File: src/rtl/arb41_pkg.sv
// Shared definitions for the 4-way round-robin arbiter.
package arb41_pkg;

  typedef enum logic {
    IDLE = 1'b0,
    BUSY = 1'b1
  } state_t;

  // Pointer value after reset, so that requester 0 has first priority.
  localparam logic [1:0] LAST_RST = 2'd3;

  // Round-robin pick: the first set bit in the order last+1, last+2, last+3, last.
  // Walk the order backwards so the last hit is the highest priority one.
  function automatic logic [1:0] rr_pick(input logic [3:0] req, input logic [1:0] last);
    logic [1:0] w;
    logic [1:0] idx;
    w = last;
    for (int k = 4; k >= 1; k--) begin
      idx = last + 2'(k);
      if (req[idx]) w = idx;
    end
    return w;
  endfunction

endpackage

File: src/rtl/arb41_mux41.sv
// 4:1 data multiplexer for the shared output path.
module mux41 #(
  parameter int Size = 8
) (
  input  logic [1:0]      S,
  input  logic [Size-1:0] A0,
  input  logic [Size-1:0] A1,
  input  logic [Size-1:0] A2,
  input  logic [Size-1:0] A3,
  output logic [Size-1:0] Y
);

  // Steer the selected requester bus onto Y.
  always_comb begin
    Y = A0;
    case (S)
      2'd0: Y = A0;
      2'd1: Y = A1;
      2'd2: Y = A2;
      2'd3: Y = A3;
      default: Y = A0;
    endcase
  end

endmodule

File: src/rtl/arb41.sv
// 4-requester round-robin arbiter with bounded tenure and a shared data path.
module arb41
  import arb41_pkg::*;
#(
  parameter int Size    = 8,
  parameter int MaxHold = 4
) (
  input  logic            clk,
  input  logic            rst,
  input  logic [3:0]      req,
  input  logic [Size-1:0] A0,
  input  logic [Size-1:0] A1,
  input  logic [Size-1:0] A2,
  input  logic [Size-1:0] A3,
  output logic [3:0]      gnt,
  output logic [1:0]      sel,
  output logic            busy,
  output logic [Size-1:0] Y
);

  // Last cycle of a tenure; the owner is released on the edge after it.
  localparam logic [3:0] HOLD_LAST = 4'(MaxHold - 1);

  state_t     state, nxt_state;
  logic [3:0] cnt, nxt_cnt;
  logic [1:0] last, nxt_last;
  logic [3:0] nxt_gnt;
  logic [1:0] nxt_sel;
  logic       nxt_busy;
  logic [1:0] win;

  assign win = rr_pick(req, last);

  // Next-state and registered-output decode; release and forced release share one path.
  always_comb begin
    nxt_state = state;
    nxt_cnt   = cnt;
    nxt_last  = last;
    nxt_gnt   = gnt;
    nxt_sel   = sel;
    nxt_busy  = busy;
    case (state)
      IDLE: begin
        if (|req) begin
          nxt_state = BUSY;
          nxt_gnt   = 4'b0001 << win;
          nxt_sel   = win;
          nxt_busy  = 1'b1;
          nxt_last  = win;
          nxt_cnt   = 4'd0;
        end else begin
          nxt_gnt  = 4'd0;
          nxt_busy = 1'b0;
        end
      end
      BUSY: begin
        if (!req[sel] || cnt == HOLD_LAST) begin
          nxt_state = IDLE;
          nxt_gnt   = 4'd0;
          nxt_busy  = 1'b0;
        end else begin
          nxt_cnt = cnt + 4'd1;
        end
      end
      default: begin
        nxt_state = IDLE;
        nxt_gnt   = 4'd0;
        nxt_busy  = 1'b0;
      end
    endcase
  end

  // State and output registers; reset wins over everything, including an active grant.
  always_ff @(posedge clk) begin
    if (rst) begin
      state <= IDLE;
      gnt   <= 4'd0;
      sel   <= 2'd0;
      busy  <= 1'b0;
      cnt   <= 4'd0;
      last  <= LAST_RST;
    end else begin
      state <= nxt_state;
      gnt   <= nxt_gnt;
      sel   <= nxt_sel;
      busy  <= nxt_busy;
      cnt   <= nxt_cnt;
      last  <= nxt_last;
    end
  end

  mux41 #(.Size(Size)) u_mux (
    .S (sel),
    .A0(A0),
    .A1(A1),
    .A2(A2),
    .A3(A3),
    .Y (Y)
  );

endmodule

File: config.mk
export PLATFORM = sky130hd
export DESIGN_NAME = arb41
export DESIGN_NICKNAME = d
export VERILOG_FILES = /design/src/rtl/arb41_pkg.sv /design/src/rtl/arb41_mux41.sv /design/src/rtl/arb41.sv
export SDC_FILE = /design/constraint.sdc
export NUM_CORES = 1
export LEC_CHECK = 0
export BUFFER_PORTS_ARGS = -buffer_cell sky130_fd_sc_hd__buf_2
export CAP_MARGIN = 5
export CORE_MARGIN = 2
export CORE_UTILIZATION = 46
export CTS_CLUSTER_DIAMETER = 40
export CTS_CLUSTER_SIZE = 40
export DETAILED_ROUTE_END_ITERATION = 7
export MAX_ROUTING_LAYER = met4
export PLACE_DENSITY = 0.84
export SYNTH_ARGS = -nofsm -noshare
export SYNTH_HDL_FRONTEND = slang
export SYNTH_SLANG_ARGS = --single-unit
File: constraint.sdc
create_clock -name clk -period 4.12 [get_ports clk]
set_input_delay 0.206 -clock clk [delete_from_list [all_inputs] [get_ports clk]]
set_output_delay 0.206 -clock clk [all_outputs]
set_load 0.01 [all_outputs]
==> run summary, run 1 <==
* 0 — Pins Over Slew Limit
* 2 — buffer depth of the longest clock path
* 0.000212 V — Max IR drop VDD
* 48.6 um — Die Width
* 0 — synthesis warning total
* input pin to flop — worst min-delay path class
* 0 — sum of overflow across all layers after global routing
* 1880 um — estimated wirelength of the detail-placed design
* 15 — maximum number of pins on one net before global-route repair
* 4 — number of optimization iterations in the first detailed-route pass
* 1 — H-tree depth
* 24 — starting DRC count in detailed routing
* 0 — count of flip-flops with a built-in enable after synthesis
* 1880 ps — time the final worst path needs with I/O delays and setup
* 0.221 — GR Util All Layers
* sky130_fd_sc_hd__dfxtp_1 — Worst path slowest cell
* 0.456 — final critical-path share of the clock period
* 3910 ps — CP Data Required Time
* sky130_fd_sc_hd__dfxtp_1 — largest area contributor in the netlist
* 2380 ps — R2R Setup Slk
* 165 — count of placed standard cells in the final layout, fillers left out
* 52 — Buffers on Ports
* 89 — Gate Count Post-Synth
* 0 — antenna violations before repair
* 0 — count of buffers added by post-CTS timing repair for setup
* 0 — Final Hold Fails
* 14.6 um — average routed wire per standard cell
* sel[1] — worst reg2reg path startpoint
* 0.306 — share of the yosys chip area belonging to registers
* 2420 um — total length of routed wires
* flop — Startpoint Class
* 2 — number of cells on the worst hold path
* 0.00236 sq mm — area of the die
* 80 ps — clock-pin slew on the worst setup and hold paths
* Y[6] — end point of the critical path
* cnt[2] — r2r endpoint
* 4 — depth of the worst register-to-register path
* 596 ps — transition time at the pin with the least slew margin
* false — RSZ-0062 raised after global routing
* output port — Critical Path End Type
* 1670 ps — CP Data Arrival Time
* 4070 um — first-pass GRT wire length
* 0 — Antenna Diode Count
* 532 MHz — top achievable clock speed
* sel[0] — source of the critical timing path
* 949 — number of vias in the routed layout
* 53 — Top Ports
* 0 ps — total negative setup slack
* 0 — total of endpoints with negative setup slack in the final report
* 11 — highest net fanout along the worst path
* 0.394 — met2 usage in global routing
* 3 — number of buffers created by CTS
* 306 mW/mm^2 — cell area power density
* 0 — Synth async-reset ratio
* 915 sq um — area of the mapped netlist
* 0.599 — worst relative slew slack
* 946 — vias in the first global route
* 14 — post-synthesis sequential element count
* 16 — number of cell rows
* 0.00192 sq mm — Placeable Area
* 0.248 — global-route track usage on met1
* 0 — Gates resized, CTS repair
* 0.435 — share of layout cells above drive strength 1
* 48.6 um — die height
* flop to output port — Crit Path Class
* met2 — Top Usage Layer GRT
* 0 — remaining number of nets flagged by the antenna check after routing
* 2.50 ps — Setup Skew
* 32 — number of library cell types mapped by synthesis
* sky130_fd_sc_hd__clkbuf_4 — Clock Root Buffer
* completed — result of the run
* mux4_1 -> buf_2 — crit path cell chain
* sky130_fd_sc_hd__dfxtp_1 (31%), sky130_fd_sc_hd__mux4_1 (23%), sky130_fd_sc_hd__a21oi_1 (5.5%) — leading cell types by total area after synthesis
* 5.75 — post-DR vias/cell
* sky130_fd_sc_hd__dfxtp_1 — most common flop cell mapped by yosys
* 0 — DRC violations left
* 0.476 — starting density of the core
* 0 — count of hold buffers inserted by post-cts repair
* 0.0494 — global routing met3 resource utilization
* 179 — number of nets at the end of the flow
* 0.306 — fraction of synthesized cell area taken by the top area cell type
* 30.2% — Area Overhead vs Synth
* 14 — TritonCTS sink count
* 630 ps — crit-path max cell delay
* 10.3 sq um — Post-Syn Area per Cell
* 0.902 — final RePlAce weighted congestion
* done — CTS tree
* 0 — Maximum Capacitance Violations
* 162 — total placed cells including tap cells
* 128 — net count after synthesis
* 0.548 nW — leakage power figure
* 280 ps — clk_lat worst skew
[power breakdown]
group          switching, mW  internal, mW  total [mW]
Clock                 0.0419        0.0339      0.0759
Combinational         0.0567        0.0655       0.122
Sequential            0.0188         0.147       0.166
[synthesized netlist by cell type, types with 2 or more instances]
library cell               number
sky130_fd_sc_hd__clkbuf_1       2
sky130_fd_sc_hd__a21oi_1       10
sky130_fd_sc_hd__nor3_1         5
sky130_fd_sc_hd__nand3_1        5
sky130_fd_sc_hd__buf_2          2
sky130_fd_sc_hd__a21o_1         4
sky130_fd_sc_hd__buf_6          2
sky130_fd_sc_hd__nor2_1         2
sky130_fd_sc_hd__nand2b_1       5
sky130_fd_sc_hd__nand2_1       10
sky130_fd_sc_hd__dfxtp_1       14
sky130_fd_sc_hd__mux4_1         8
[cells by family (layout without fill, tap and decap cells)]
logic type                 after synthesis  count (layout)  share of synthesized area
muxes                                    9               9                      0.254
xor gates and xnor gates                 1               1                    0.00958
AOI/OAI and AO/OA                       22              22                      0.161
adders and majority gates                1               1                     0.0137
and+or+nand+nor                         35              35                      0.207
buffers and inverters                    7              56                     0.0479
DFF                                     14              14                      0.306
[placed cells by master, fill, tap and decap left out, drive strengths merged, types with 2 or more instances in the layout]
cell	n
buf	52
dfxtp	14
a21oi	11
nand2	10
mux4	9
nand3	5
nor3	5
nand2b	5
a21o	4
clkbuf	3
nor2	2
[routing by layer]
metal / wire length [um] / share of wire
met4: 25 / 0.010
met2: 1180 / 0.49
met5: 0 / 0
met3: 248 / 0.10
met1: 962 / 0.40
[registers in the layout, indices dropped and copies added, names as in the netlist]
| register | flops |
|---|---|
| state | 1 |
| last | 2 |
| cnt | 4 |
| sel | 2 |
| busy | 1 |
| gnt | 4 |
[layout make-up]
cell class / count / area, sq um
Fill cell: 169 / 731
Tap cell: 27 / 33.8
Inverter: 1 / 3.75
Timing Repair Buffer: 52 / 260
Sequential cell: 14 / 280
Multi-Input combinational cell: 68 / 591
Clock buffer: 3 / 22.5
[worst min-delay path by stage]
stage                       from      to
final                        rst    busy
after global routing         rst    busy
after CTS                    rst    busy
after detailed placement  gnt[1]  gnt[1]
after global placement    gnt[3]  gnt[3]
after floorplan              rst  gnt[1]
[through the flow]
stage	instance area (sq um)	util	hold slack [ps]	power, mW	setup slack, ps
after global placement	1170	0.608	447	0.286	2450
after floorplan	915	-	311	0.246	2480
final	1190	0.620	264	0.364	2240
after CTS	1190	0.620	267	0.363	2220
after detailed placement	1170	0.608	462	0.291	2400
after global routing	1190	0.620	292	0.382	2160
[worst max-delay path: cells and delay by family (launching register included)]
kind,cells,cell delay [ps]
buffers and inverters,1,150
DFF,1,630
muxes,1,610
Note: power is estimated with default switching activity, not from simulation.
==> run 2: changes to the inputs <==
- CORE_UTILIZATION: 46 -> 43
- PLACE_DENSITY: 0.84 -> 0.79
- clock period: 4.12 -> 1.85 ns (I/O delays scaled with it)
==> run 2 against run 1 <==
Compared with the run above:
- count of clock-buffer cells in the layout increased by 1
- register-to-register slack got worse by 2100 ps
- cell area rose by 2.5%
- combinational power up 140%
- critical path type unchanged
- worst hold slack worse by 130 ps
- via count rose by 2.5%
==> run summary, run 2 (same netlist as run 1, synthesis figures left out) <==
* sky130_fd_sc_hd__buf_2 (52), sky130_fd_sc_hd__dfxtp_1 (13), sky130_fd_sc_hd__a21oi_1 (10), sky130_fd_sc_hd__nand2_1 (10), sky130_fd_sc_hd__mux4_1 (8) — leading cell types in the layout, fill and taps excluded
* input pin to flop — worst min-delay path class
* flop — Startpoint Class
* 0 — sum of overflow across all layers after global routing
* 1 — H-tree depth
* 15 — maximum number of pins on one net before global-route repair
* false — RSZ-0062 raised after global routing
* 0.000472 V — Max IR drop VDD
* 13.8 um — average routed wire per standard cell
* flop to output port — Crit Path Class
* 2320 um — total length of routed wires
* 0.647 — worst relative slew slack
* 1760 ps — CP Data Required Time
* 16 — number of cell rows
* 280 ps — clk_lat worst skew
* 0.461 — starting density of the core
* 0.00251 sq mm — area of the die
* 0.745 — final RePlAce weighted congestion
* 973 — number of vias in the routed layout
* 1690 ps — time the final worst path needs with I/O delays and setup
* 0 — Gates resized, CTS repair
* 0 — Antenna Diode Count
* 591 MHz — top achievable clock speed
* 0.00122 sq mm — total non-filler cell area in the finished layout
* sky130_fd_sc_hd__clkbuf_4 — Clock Root Buffer
* cnt: 4 flops, gnt: 4 flops — registers with the most flip-flops
* 0.00198 sq mm — Placeable Area
* completed — result of the run
* 591 sq um — multi-input logic area
* 714 mW/mm^2 — cell area power density
* 525 ps — transition time at the pin with the least slew margin
* 0 — Pins Over Slew Limit
* 0 — total of endpoints with negative setup slack in the final report
* 4 — number of optimization iterations in the first detailed-route pass
* 50.1 um — Die Width
* 1600 ps — CP Data Arrival Time
* 280 ps — R2R Setup Slk
* sky130_fd_sc_hd__buf_2 — most common cell after layout, fill and taps aside
* 0.914 — final critical-path share of the clock period
* 90 ps — clock-pin slew on the worst setup and hold paths
* 0.566 nW — leakage power figure
* 1840 um — estimated wirelength of the detail-placed design
* output port — Critical Path End Type
* 550 ps — crit-path max cell delay
* done — CTS tree
* 0 — Maximum Capacitance Violations
* 0 — DRC violations left
* 2 — buffer depth of the longest clock path
* 875 — vias in the first global route
* 0.190 — GR Util All Layers
* 1.03 ps — Setup Skew
* 0 — remaining number of nets flagged by the antenna check after routing
* 3620 um — first-pass GRT wire length
* 7 — highest net fanout along the worst path
* 14 — TritonCTS sink count
* 33.5% — Area Overhead vs Synth
* 173 — filler cell count
* 16 — starting DRC count in detailed routing
* sky130_fd_sc_hd__mux4_1 — Worst path slowest cell
* 0 — Final Hold Fails
* 0.616 — core utilization of the finished layout
* buf_4 -> mux4_1 -> buf_2 — crit path cell chain
* 0 — count of hold buffers inserted by post-cts repair
* 181 — number of nets at the end of the flow
* 168 — count of placed standard cells in the final layout, fillers left out
* 0 — count of buffers added by post-CTS timing repair for setup
* 0 — antenna violations before repair
* 52 — Buffers on Ports
* 282 sq um — area of all sequential standard cells
* 0.454 — share of layout cells above drive strength 1
* 53 — Top Ports
* 0 ps — total negative setup slack
* 133 ps — hold_ws
* 50.1 um — die height
* 164 — total placed cells including tap cells
* 5.79 — post-DR vias/cell
* 0.00118 sq mm — area post-placement
* 3 — number of buffers created by CTS
-- run 2: changes by cell type in the layout (fill, tap and decap cells not counted), sizes merged --
cell,before,now
buf,52,54
clkbuf,3,4
-- run 2: layout make-up --
type                       instances  area share
multi-input combinational         68       0.484
sequential                        14       0.231
timing repair buffer              54       0.225
clock buffer                       4      0.0297
tap                               27      0.0277
inverter                           1     0.00307
-- run 2: power breakdown --
group	switching (mW)	internal (mW)	total, mW	leakage, nW
registers	0.0305	0.328	0.359	0.115
clock network	0.103	0.120	0.223	0.0210
logic	0.137	0.152	0.290	0.430
-- run 2: path summary, 6_finish.rpt --
path,start,endpoint,cells past startpoint
worst min register to register,gnt[3],gnt[3],2
worst max-delay path,sel[0],Y[5],3
worst max register to register,cnt[0],cnt[2],4
worst min-delay path,rst,busy,2
-- run 2: worst max-delay path, delay by kind of cell, from the launching register on --
kind | cells | cell delay (ps)
muxes | 1 | 550
DFF | 1 | 430
buffers and inverters | 2 | 340
-- run 2: per-layer routing --
metal,part of all wire,global-route usage
met5,0,-
met4,0.022,0.0741
met3,0.11,0.0485
met2,0.47,0.327
met1,0.39,0.209
-- run 2: through the flow --
| stage | worst slack [ps] | total power, mW |
|---|---|---|
| final | 159 | 0.871 |
| after global routing | 127 | 0.914 |
| after CTS | 34.9 | 0.873 |
| after detailed placement | 283 | 0.655 |
| after global placement | 328 | 0.647 |
| after floorplan | 213 | 0.549 |
